File: src/rtl/collision_detector.sv
// collision_detector: detects pixels where two game objects are drawn together,
// debounces each overlap pair with a per-frame pixel-count threshold, emits one-shot
// hit pulses, and publishes a per-frame collision summary plus the first bird-contact
// coordinate of the previous frame.
module collision_detector #(
   parameter int unsigned HIT_THRESHOLD = 8,
   parameter int unsigned COORD_W       = 11
) (
   input  logic               clk,
   input  logic               reset,
   input  logic               startOfFrame,
   input  logic               enable,
   input  logic [COORD_W-1:0] pixelX,
   input  logic [COORD_W-1:0] pixelY,
   input  logic               birdDR,
   input  logic               pigDR,
   input  logic               woodDR,
   input  logic               boxDR,
   input  logic               groundDR,
   output logic [5:0]         hitPulse,
   output logic [5:0]         frameHits,
   output logic               frameValid,
   output logic [COORD_W-1:0] birdHitX,
   output logic [COORD_W-1:0] birdHitY
);

   localparam int unsigned NUM_PAIRS = 6;
   localparam int unsigned CNT_W     = 8;
   localparam logic [CNT_W-1:0] CNT_MAX = '1;
   localparam logic [CNT_W-1:0] THRESH  = CNT_W'(HIT_THRESHOLD);

   typedef enum logic {
      WAIT_SOF = 1'b0,
      ACTIVE   = 1'b1
   } state_t;

   state_t r_state;
   state_t w_state_nxt;

   // Per-pair overlap counters and sticky hit flags for the frame in progress
   logic [NUM_PAIRS-1:0][CNT_W-1:0] r_cnt;
   logic [NUM_PAIRS-1:0][CNT_W-1:0] w_cnt_nxt;
   logic [NUM_PAIRS-1:0]            r_hit;
   logic [NUM_PAIRS-1:0]            w_hit_nxt;
   logic [NUM_PAIRS-1:0]            w_pulse_nxt;

   // First bird-contact pixel of the frame in progress
   logic               r_pend_valid;
   logic               w_pend_valid_nxt;
   logic [COORD_W-1:0] r_pend_x;
   logic [COORD_W-1:0] r_pend_y;
   logic [COORD_W-1:0] w_pend_x_nxt;
   logic [COORD_W-1:0] w_pend_y_nxt;

   // Published outputs
   logic [NUM_PAIRS-1:0] r_hit_pulse;
   logic [NUM_PAIRS-1:0] r_frame_hits;
   logic                 r_frame_valid;
   logic [COORD_W-1:0]   r_bird_hit_x;
   logic [COORD_W-1:0]   r_bird_hit_y;

   logic [NUM_PAIRS-1:0] w_ovl;
   logic [NUM_PAIRS-1:0] w_count;
   logic                 w_counting;
   logic                 w_frame_end;
   logic                 w_clear;
   logic                 w_bird_ovl;

   // Raw pair overlaps: [0]bird-pig [1]bird-wood [2]bird-box [3]bird-ground [4]wood-pig [5]pig-ground
   assign w_ovl[0] = birdDR & pigDR;
   assign w_ovl[1] = birdDR & woodDR;
   assign w_ovl[2] = birdDR & boxDR;
   assign w_ovl[3] = birdDR & groundDR;
   assign w_ovl[4] = woodDR & pigDR;
   assign w_ovl[5] = pigDR  & groundDR;

   // The SOF that leaves WAIT_SOF already counts as pixel 1 of the first frame
   assign w_counting  = enable & ((r_state == ACTIVE) | startOfFrame);
   assign w_frame_end = (r_state == ACTIVE) & startOfFrame;
   assign w_clear     = startOfFrame;
   assign w_count     = w_ovl & {NUM_PAIRS{w_counting}};
   assign w_bird_ovl  = |w_count[3:0];

   // FSM state register
   always_ff @(posedge clk or posedge reset) begin
      if (reset) r_state <= WAIT_SOF;
      else       r_state <= w_state_nxt;
   end

   // FSM next state: ACTIVE is only left through reset
   always_comb begin
      w_state_nxt = r_state;
      case (r_state)
         WAIT_SOF: if (startOfFrame) w_state_nxt = ACTIVE;
         ACTIVE:   w_state_nxt = ACTIVE;
         default:  w_state_nxt = WAIT_SOF;
      endcase
   end

   // Counter/flag next values: clear on frame boundary first, then count this pixel
   always_comb begin
      w_cnt_nxt   = r_cnt;
      w_hit_nxt   = r_hit;
      w_pulse_nxt = '0;
      for (int i = 0; i < NUM_PAIRS; i++) begin
         if (w_clear) begin
            w_cnt_nxt[i] = '0;
            w_hit_nxt[i] = 1'b0;
         end
         if (w_count[i]) begin
            if (w_cnt_nxt[i] != CNT_MAX) w_cnt_nxt[i] = w_cnt_nxt[i] + CNT_W'(1);
            if ((w_cnt_nxt[i] == THRESH) && !w_hit_nxt[i]) begin
               w_pulse_nxt[i] = 1'b1;
               w_hit_nxt[i]   = 1'b1;
            end
         end
      end
   end

   // Pending bird-contact capture: first bird overlap of the frame wins
   always_comb begin
      w_pend_valid_nxt = w_clear ? 1'b0 : r_pend_valid;
      w_pend_x_nxt     = r_pend_x;
      w_pend_y_nxt     = r_pend_y;
      if (w_bird_ovl && !w_pend_valid_nxt) begin
         w_pend_valid_nxt = 1'b1;
         w_pend_x_nxt     = pixelX;
         w_pend_y_nxt     = pixelY;
      end
   end

   // Frame-in-progress state registers
   always_ff @(posedge clk or posedge reset) begin
      if (reset) begin
         r_cnt        <= '0;
         r_hit        <= '0;
         r_pend_valid <= 1'b0;
         r_pend_x     <= '0;
         r_pend_y     <= '0;
      end else begin
         r_cnt        <= w_cnt_nxt;
         r_hit        <= w_hit_nxt;
         r_pend_valid <= w_pend_valid_nxt;
         r_pend_x     <= w_pend_x_nxt;
         r_pend_y     <= w_pend_y_nxt;
      end
   end

   // Output registers: pulses every cycle, summary latched at the end of each complete frame
   always_ff @(posedge clk or posedge reset) begin
      if (reset) begin
         r_hit_pulse   <= '0;
         r_frame_hits  <= '0;
         r_frame_valid <= 1'b0;
         r_bird_hit_x  <= '0;
         r_bird_hit_y  <= '0;
      end else begin
         r_hit_pulse <= w_pulse_nxt;
         if (w_frame_end) begin
            r_frame_hits  <= r_hit;
            r_frame_valid <= 1'b1;
            if (r_pend_valid) begin
               r_bird_hit_x <= r_pend_x;
               r_bird_hit_y <= r_pend_y;
            end
         end
      end
   end

   assign hitPulse   = r_hit_pulse;
   assign frameHits  = r_frame_hits;
   assign frameValid = r_frame_valid;
   assign birdHitX   = r_bird_hit_x;
   assign birdHitY   = r_bird_hit_y;

endmodule
File: config.mk
export PLATFORM = sky130hd
export DESIGN_NAME = collision_detector
export DESIGN_NICKNAME = d
export VERILOG_FILES = /design/src/rtl/collision_detector.sv
export SDC_FILE = /design/constraint.sdc
export NUM_CORES = 1
export LEC_CHECK = 0
export CORE_MARGIN = 10
export CORE_UTILIZATION = 50
export CTS_CLUSTER_DIAMETER = 80
export CTS_CLUSTER_SIZE = 20
export DETAILED_ROUTE_END_ITERATION = 7
export MAX_ROUTING_LAYER = met4
export PLACE_DENSITY = 0.76
export SETUP_SLACK_MARGIN = 0.15
export SLEW_MARGIN = 20
export SYNTH_ARGS = -nofsm -noshare
export SYNTH_HDL_FRONTEND = slang
export SYNTH_SLANG_ARGS = --single-unit
File: constraint.sdc
create_clock -name clk -period 3.6 [get_ports clk]
set_clock_uncertainty 0.05 [all_clocks]
set_input_delay 0.72 -clock clk [delete_from_list [all_inputs] [get_ports clk]]
set_output_delay 0.72 -clock clk [all_outputs]
set_load 0.01 [all_outputs]
# Yosys cells after proc, flatten, opt, wreduce, memory -nomap -nowiden
# Index checks and enable logic that the tools add are counted.
# totals
ff_bits,113
input_bits,31
out_inout_bits,35
wordCells,119
# classes
addsub,6
eq_ne,12
mux,58
bitwise,11
n_reduce_logical,16
# op_table
operator,count
$mux W8,24
$add A8 B1 Y8 const B,6
$eq A8 B4 Y1 const B,6
$ne A8 B8 Y1 const B,6
$mux W1,33
$and A1 B1 Y1,8
$logic_and A1 B1 Y1,7
$logic_not A1 Y1,7
$and A6 B6 Y6,1
$reduce_or A4 Y1,1
$pmux W1 S2,1
$reduce_and A2 Y1,1
$not A1 Y1,1
$or A1 B1 Y1,1

# Depth between registers and ports, before layout
# Gate-level depths: netlist (run 1).
# logic_depth
word_depth,8
mapped_depth,7
ltp_nobuf,5

# Worst setup path after synthesis (run 1)
# No wires, ideal clock.
# synth_timing
path_type,input to register
startpoint,input port startOfFrame
endpoint,register r_hit[2]
setup_ps,118
t_arrival_ps,1883
required_time_ps,3432
setup_slack_ps,1549
cell_stages,5
n_path_buf,0
path_cell_list,nand2b_4 > or4_4 > and3_1 > o211a_1 > a21o_1
# synth_between
elab_chain_cells,8
word_cells_on_any_way,14
cone_classes,add/sub (1); eq/ne (2); mux (6); bitwise (3); reduce/logical (2)
# synth_rtl
element,line,source
from (decl),11,"input logic startOfFrame,"
$mux W8,106,if (w_clear) begin
$add A8 B1 Y8 or $ne A8 B8 Y1 (tied branches),111,if (w_cnt_nxt[i] != CNT_MAX) w_cnt_nxt[i] = w_cnt_nxt[i] + CNT_W'(1);
$mux W8,111,
$mux W8,110,if (w_count[i]) begin
$eq A8 B4 Y1,112,if ((w_cnt_nxt[i] == THRESH) && !w_hit_nxt[i]) begin
$logic_and A1 B1 Y1,112,
$mux W1,112,
$mux W1 (*),110,
via w_hit_nxt[2],44,logic [NUM_PAIRS-1:0] w_hit_nxt;
to (signal assigned),142,r_hit <= w_hit_nxt;
to (decl),43,logic [NUM_PAIRS-1:0] r_hit;
# The timed path passes the listed nets; every way through them passes the cells marked *. The select of a mux whose other input is x is not followed.
# A chain may end at the register's enable or synchronous reset.

# Worst setup path in the final report (run 1)
# layout_timing
startpoint,register r_frame_hits[2] (netlist: frameHits[2])
endpoint,output port frameHits[2]
# layout_lines
element,line,source
from (decl),57,logic [NUM_PAIRS-1:0] r_frame_hits;
from (signal assigned),160,r_frame_hits <= r_hit;
to (decl),21,"output logic [5:0] frameHits,"
# No word-level cell between the ends.

==> results.md, run 1 <==
- Slew headroom: 53.4%
- Number of synthesized register bits: 113
- Nature of the critical path endpoint: output pin
- Final setup fails: 0
- Worst path cell trace: clkdlybuf4s50_1
- DR pass1 iterations: 5
- Status: complete, no violations
- Area leader, netlist: dfrtp_1
- Slew @ Worst Pin: 0.698 ns
- WP data required: 2.83 ns
- Syn_nets: 505
- Area after DPL: 5940 um^2
- Routed len/inst: 16.1 um
- Maximum vdd drop: between 0.3 and 0.4 mV
- Worst setup SP type: flop
- Core Area: roughly 9900 um^2
- Post-synth EDFFs: 0
- Via density: 5.72
- Die Footprint: between 10000 and 15000 um^2
- Setup CP Type: reg -> out
- Most frequent cell after synthesis: dfrtp_1
- Top delay family on crit path: buffers and inverters
- CP max FO: 2
- First-pass GRT wire length: ~19000 um
- PD cells: 551 nW/um^2
- Syn avg cell area: 10.8 um^2
- Vias in the first global route: 3901
- Smallest hold slack: 0.403 ns
- Layout cells sized above 1: 10.7%
- Max Clock Freq: approximately 450 MHz
- Residual DRC: 0
- Routability Congestion: 0.871
- Synth cell count leaders: 113 x dfrtp_1, 48 x nor2_1, 40 x mux2_1
- Max-cap violations: 0
- Post-synth top area share: 55.2%
- Final Hold Viols: 0
- Num rows: 36
- Via count: 3975
- R2R Setup Slk: 1.74 ns
- Initial Util: 51.9%
- CTS tree: yes
- Async set or reset register ratio after synthesis: 100%
- Area Overhead vs Synth: 26.8%
- Die H: 121 um
- Grt ovf: 0
- Die extent in x: 121 um
- All-Layer GR Usage: 16.5%
- IO Pins: 66
- P_leak: 0.00271 uW
- DR iter-0 viols: 231
- HP Class: reg -> reg
- Yosys warnings: 0
- ANT nets after route: 0
- Layout Nets: 580
- Fin crit share: 61.3%
- HPWL after detailed placement: 7680 um
- Arr. time, crit path: 1.44 ns
- Largest net degree at the start of global routing: 39
- Clock sinks: 113
- TNS Setup: 0 ns
- Largest stage delay on the critical path: 0.56 ns
- Port bufs: 65
- Hold_buf cts: 0
- Post-synthesis sequential area ratio: 55.2%
- Antenna diode count: 0
- Post-synthesis cell count: 474
- H-tree levels: 4
- Max-slew violations: 0
- Root Driver: clkbuf_8
- Total wire length: 11200 um
- Post-Syn Area: 5120 um^2
- Primary FF master, synth: dfrtp_1
- Fin area: 6490 um^2
- Clk_lat worst skew: approximately 0.52 ns
- CTS Buf Count: 17
- RSZ-0062 raised after global routing: no
- Min Tclk post-route: 2.21 ns
- Max clock buf depth: 2
- Buf/Inv on CP: 1
- Post-CTS sizing: 0
- Worst-path clk slew: 0.06 ns
- Distinct cells, synth: 60
- # Post-CTS Setup Buffers: 0
- Initial antenna violation count: 0
- Largest cells by area after synthesis: dfrtp_1 55%, mux2_1 8.8%, nor2_1 3.5%
- Final-layout fill cell count: between 700 and 800
- Slowest-stage cell, CP: clkdlybuf4s50_1
## final timing paths
| path | start | to | cells after the start |
|---|---|---|---|
| worst min register to register | r_hit[4] | hitPulse[4] | 1 |
| worst min-delay path | r_hit[4] | hitPulse[4] | 1 |
| worst max register to register | r_cnt[19] | hitPulse[2] | 5 |
| max in group asynchronous | reset | birdHitX[3] | 3 |
| min in group asynchronous | reset | r_pend_y[0] | 2 |
| worst max-delay path | frameHits[2] | frameHits[2] | 1 |
## state kept, by name, summed over array words and instances, names as in the netlist
| register | cells |
|---|---|
| r_pend_y | 11 |
| r_pend_valid | 1 |
| r_state | 1 |
| frameHits | 6 |
| r_cnt | 48 |
| frameValid | 1 |
| r_hit | 6 |
| birdHitY | 11 |
| hitPulse | 6 |
| r_pend_x | 11 |
| birdHitX | 11 |
## routing by layer
layer / part of all wire (%) / global-route usage, % / up-vias / wire (um)
met4: 0.92 / 5.81 / 0 / 103
met2: 46 / 23.9 / 138 / 5130
met1: 46 / 20.7 / 1943 / 5170
li1: - / - / 1883 / -
met5: 0 / - / - / 0
met3: 7.3 / 6.28 / 11 / 817
## final cells by class
cell class | count | area (um^2) | share of cell area, %
Multi-Input combinational cell | 332 | 2170 | 33.5
Timing Repair Buffer | 73 | 718 | 11.1
Clock buffer | 18 | 428 | 6.59
Tap cell | 133 | 166 | 2.56
Inverter | 12 | 48.8 | 0.751
Sequential cell | 113 | 2830 | 43.5
Clock inverter | 14 | 131 | 2.02
## cells in the final DEF (no fill, tap or decap), drive strengths merged, types with 3 or more instances in the layout
cell type | synthesis | layout
o2111ai | 3 | 3
nand4b | 3 | 3
xor2 | 4 | 4
nor3 | 15 | 15
and3 | 4 | 4
nand4 | 5 | 5
clkdlybuf4s50 | 0 | 64
clkbuf | 4 | 18
and2 | 7 | 7
or4 | 4 | 4
nand3b | 3 | 3
clkinv | 0 | 5
o211a | 3 | 3
and4 | 4 | 4
xnor2 | 6 | 6
nand2b | 6 | 6
a21oi | 28 | 28
dfrtp | 113 | 113
inv | 12 | 15
mux2 | 49 | 49
nor4 | 8 | 8
mux2i | 5 | 5
a31oi | 7 | 7
buf | 13 | 9
or3 | 3 | 3
nor2 | 48 | 48
o211ai | 3 | 3
nand3 | 17 | 17
clkinvlp | 0 | 5
o22ai | 6 | 6
o21ai | 24 | 24
nand2 | 39 | 39
## power by group
part           switching, uW  leakage, uW  internal (uW)
Sequential              85.8      0.00147           1430
Clock                    620     0.000265            940
Combinational            213     0.000981            294
Total                    918      0.00271           2660
## kinds of logic after synthesis
group	after synthesis	synth area share, %
compound gates	95	11.7
buf+inv	29	2.37
flops	113	55.2
simple gates	173	17.2
mux	54	11.7
xor+xnor	10	1.71
## stage by stage
step	setup slack, ns	power (uW)	util (%)	cells
CTS	1.37	3610	65.8	695
detailed placement	0.909	2050	60.2	663
floorplan	1.46	1740	-	474
global placement	0.928	2020	60.2	663
finish	1.39	3580	65.8	695
global route	1.26	3720	65.8	695
## worst reg2reg max path, delay by kind of cell, from the launching register on
family / cells / cell delay (ns)
compound gates: 2 / 0.36
flops: 1 / 0.44
simple gates: 3 / 0.87
Note: power is estimated with default switching activity, not from simulation.
==> inputs of run 2 (changes only) <==
--- a/config.mk
+++ b/config.mk
@@ -6,12 +6,12 @@
 export NUM_CORES = 1
 export LEC_CHECK = 0
 export CORE_MARGIN = 10
-export CORE_UTILIZATION = 50
+export CORE_UTILIZATION = 55
 export CTS_CLUSTER_DIAMETER = 80
 export CTS_CLUSTER_SIZE = 20
 export DETAILED_ROUTE_END_ITERATION = 7
 export MAX_ROUTING_LAYER = met4
-export PLACE_DENSITY = 0.76
+export PLACE_DENSITY = 0.79
 export SETUP_SLACK_MARGIN = 0.15
 export SLEW_MARGIN = 20
 export SYNTH_ARGS = -nofsm -noshare
==> constraint.sdc (replaced) <==
create_clock -name clk -period 2.2 [get_ports clk]
set_clock_uncertainty 0.05 [all_clocks]
set_input_delay 0.44 -clock clk [delete_from_list [all_inputs] [get_ports clk]]
set_output_delay 0.44 -clock clk [all_outputs]
set_load 0.01 [all_outputs]
==> run 2 against run 1 <==
Critical path depth is the same. Clock power grew 82%. Die area down 7.6%. Worst hold slack got worse by 0.14 ns. Sequential share of layout area fell by 1.6 points. Core utilization rose by 7.8 points. Sequential power up 64%. Via count rose by 1.8%. Combinational power is 71% higher. Worst setup slack got worse by 1.1 ns. Global-route usage up 2.4 points. Register-to-register slack lost 1.5 ns. Largest power group unchanged.
==> results.md, run 2 (synthesis results as in run 1) <==
- Status: complete, no violations
- Power, Total: 6190 uW (+73%)
- H-tree levels: 4 (unchanged)
- Slowest-stage cell, CP: clkdlybuf4s50_1
- Vias in the first global route: 4058 (+4.0%)
- Maximum vdd drop: 0.461 mV (+22%)
- CP max FO: 2 (unchanged)
- WP data required: 1.71 ns (-1.12 ns)
- Die Footprint: 13600 um^2 (-7.6%)
- TNS Setup: 0 ns (unchanged)
- Port bufs: 65 (unchanged)
- Via density: 5.81 (+1.6%)
- Routability Congestion: 0.857 (-1.6%)
- Top reg by flops: r_cnt
- Routed len/inst: 17.1 um (+5.7%)
- Initial Util: 56.0% (+4.0 points)
- RSZ-0062 raised after global routing: no
- IO Pins: 66 (unchanged)
- Top delay family on crit path: buffers and inverters
- Post-place setup slack: -0.110 ns (-1.02 ns)
- Most frequent cells in the layout: 113 x dfrtp_1, 64 x clkdlybuf4s50_1, 48 x nor2_1
- Area Overhead vs Synth: 31.6%
- CTS Buf Count: 17 (unchanged)
- Residual DRC: 0 (unchanged)
- Setup CP Type: reg -> out
- Buf/Inv on CP: 1 (unchanged)
- Die extent in x: 117 um (-3.9%)
- Num rows: 35 (-2.8%)
- Min Tclk post-route: 1.92 ns
- All-Layer GR Usage: 18.9% (+2.4 points)
- Worst-path clk slew: 0.06 ns (about the same)
- HP Class: in -> async
- HPWL after detailed placement: 8410 um (+9.4%)
- Area after DPL: 6120 um^2 (+3.1%)
- CTS tree: yes
- Slew headroom: 67.8% (+14 points)
- ANT nets after route: 0 (unchanged)
- Layout cells sized above 1: 14.2% (+3.5 points)
- Root Driver: clkbuf_8
- Largest stage delay on the critical path: 0.55 ns (about the same)
- Antenna diode count: 0 (unchanged)
- Util after Layout: 73.7% (+7.8 points)
- Max clock buf depth: 2 (unchanged)
- Worst path cell trace: clkdlybuf4s50_1
- DR iter-0 viols: 306 (+32%)
- Largest net degree at the start of global routing: 44 (+13%)
- Clock sinks: 113 (unchanged)
- Slew @ Worst Pin: 0.482 ns (-0.216 ns)
- P_leak: 0.00287 uW (+5.8%)
- Max FFs per register: 48 (unchanged)
- Max Clock Freq: 521 MHz
- Post-CTS sizing: 0 (unchanged)
- # Post-CTS Setup Buffers: 0 (unchanged)
- Die H: 117 um (-3.9%)
- Via count: 4046 (+1.8%)
- Most common cell after layout, fill and taps aside: dfrtp_1
- Layout Nets: 603 (+4.0%)
- Fin area: 6740 um^2 (+3.8%)
- Nature of the critical path endpoint: output pin
- Total wire length: 11900 um (+5.9%)
- Core Area: 9150 um^2 (-7.2%)
- First-pass GRT wire length: 19800 um (+4.1%)
- Hold_buf cts: 0 (unchanged)
- Initial antenna violation count: 0 (unchanged)
- Final Hold Viols: 0 (unchanged)
- Arr. time, crit path: 1.43 ns (about the same)
- Max-cap violations: 0 (unchanged)
- Max-slew violations: 0 (unchanged)
- Worst Setup Slack, final: 0.282 ns (-1.11 ns)
- Clk_lat worst skew: 0.51 ns (about the same)
- DR pass1 iterations: 4 (-1)
- Final setup fails: 0 (unchanged)
- Grt ovf: 0 (unchanged)
- Fin crit share: 87.2%
- PD cells: 917 nW/um^2 (+67%)
- Worst setup SP type: flop
run 2: layer usage:
metal	global-route usage [%]	share of wire [%]
met5	-	0
met4	6.42	1.2
met3	5.65	6.2
met2	29.5	47
met1	22.8	46
run 2: final timing paths:
kind | from | to | slack (ns) | cells after the start
max in group asynchronous | reset | r_cnt[42] | 1.28 | 3
hold reg to reg | r_hit[5] | hitPulse[5] | 0.40 | 1
hold / removal | reset | r_cnt[19] | 0.26 | 2
setup reg to reg | r_cnt[19] | r_hit[2] | 0.29 | 5
min in group clk | startOfFrame | r_cnt[46] | 0.28 | 2
setup / recovery | birdHitX[6] | birdHitX[6] | 0.28 | 1
run 2: final cells by class:
cell class                 instances  area (um^2)
inverter                          12         48.8
clock buffer                      17          414
tap                              111          139
timing repair buffer              96          928
sequential                       113         2830
clock inverter                    15          209
fill                             608         2410
multi-input combinational        332         2170
run 2: metrics by stage:
| stage | hold slack, ns | std cells |
|---|---|---|
| 2_1_floorplan | 0.370 | 474 |
| 3_3_place_gp | 0.380 | 664 |
| 3_5_place_dp | 0.390 | 664 |
| 4_1_cts | 0.252 | 696 |
| 5_1_grt | 0.264 | 696 |
| 6_report | 0.258 | 696 |
run 2: report_power, final:
group / internal [uW] / switching (uW)
Sequential: 2330 / 141
Clock: 1850 / 993
Combinational: 508 / 359
Total: 4690 / 1490
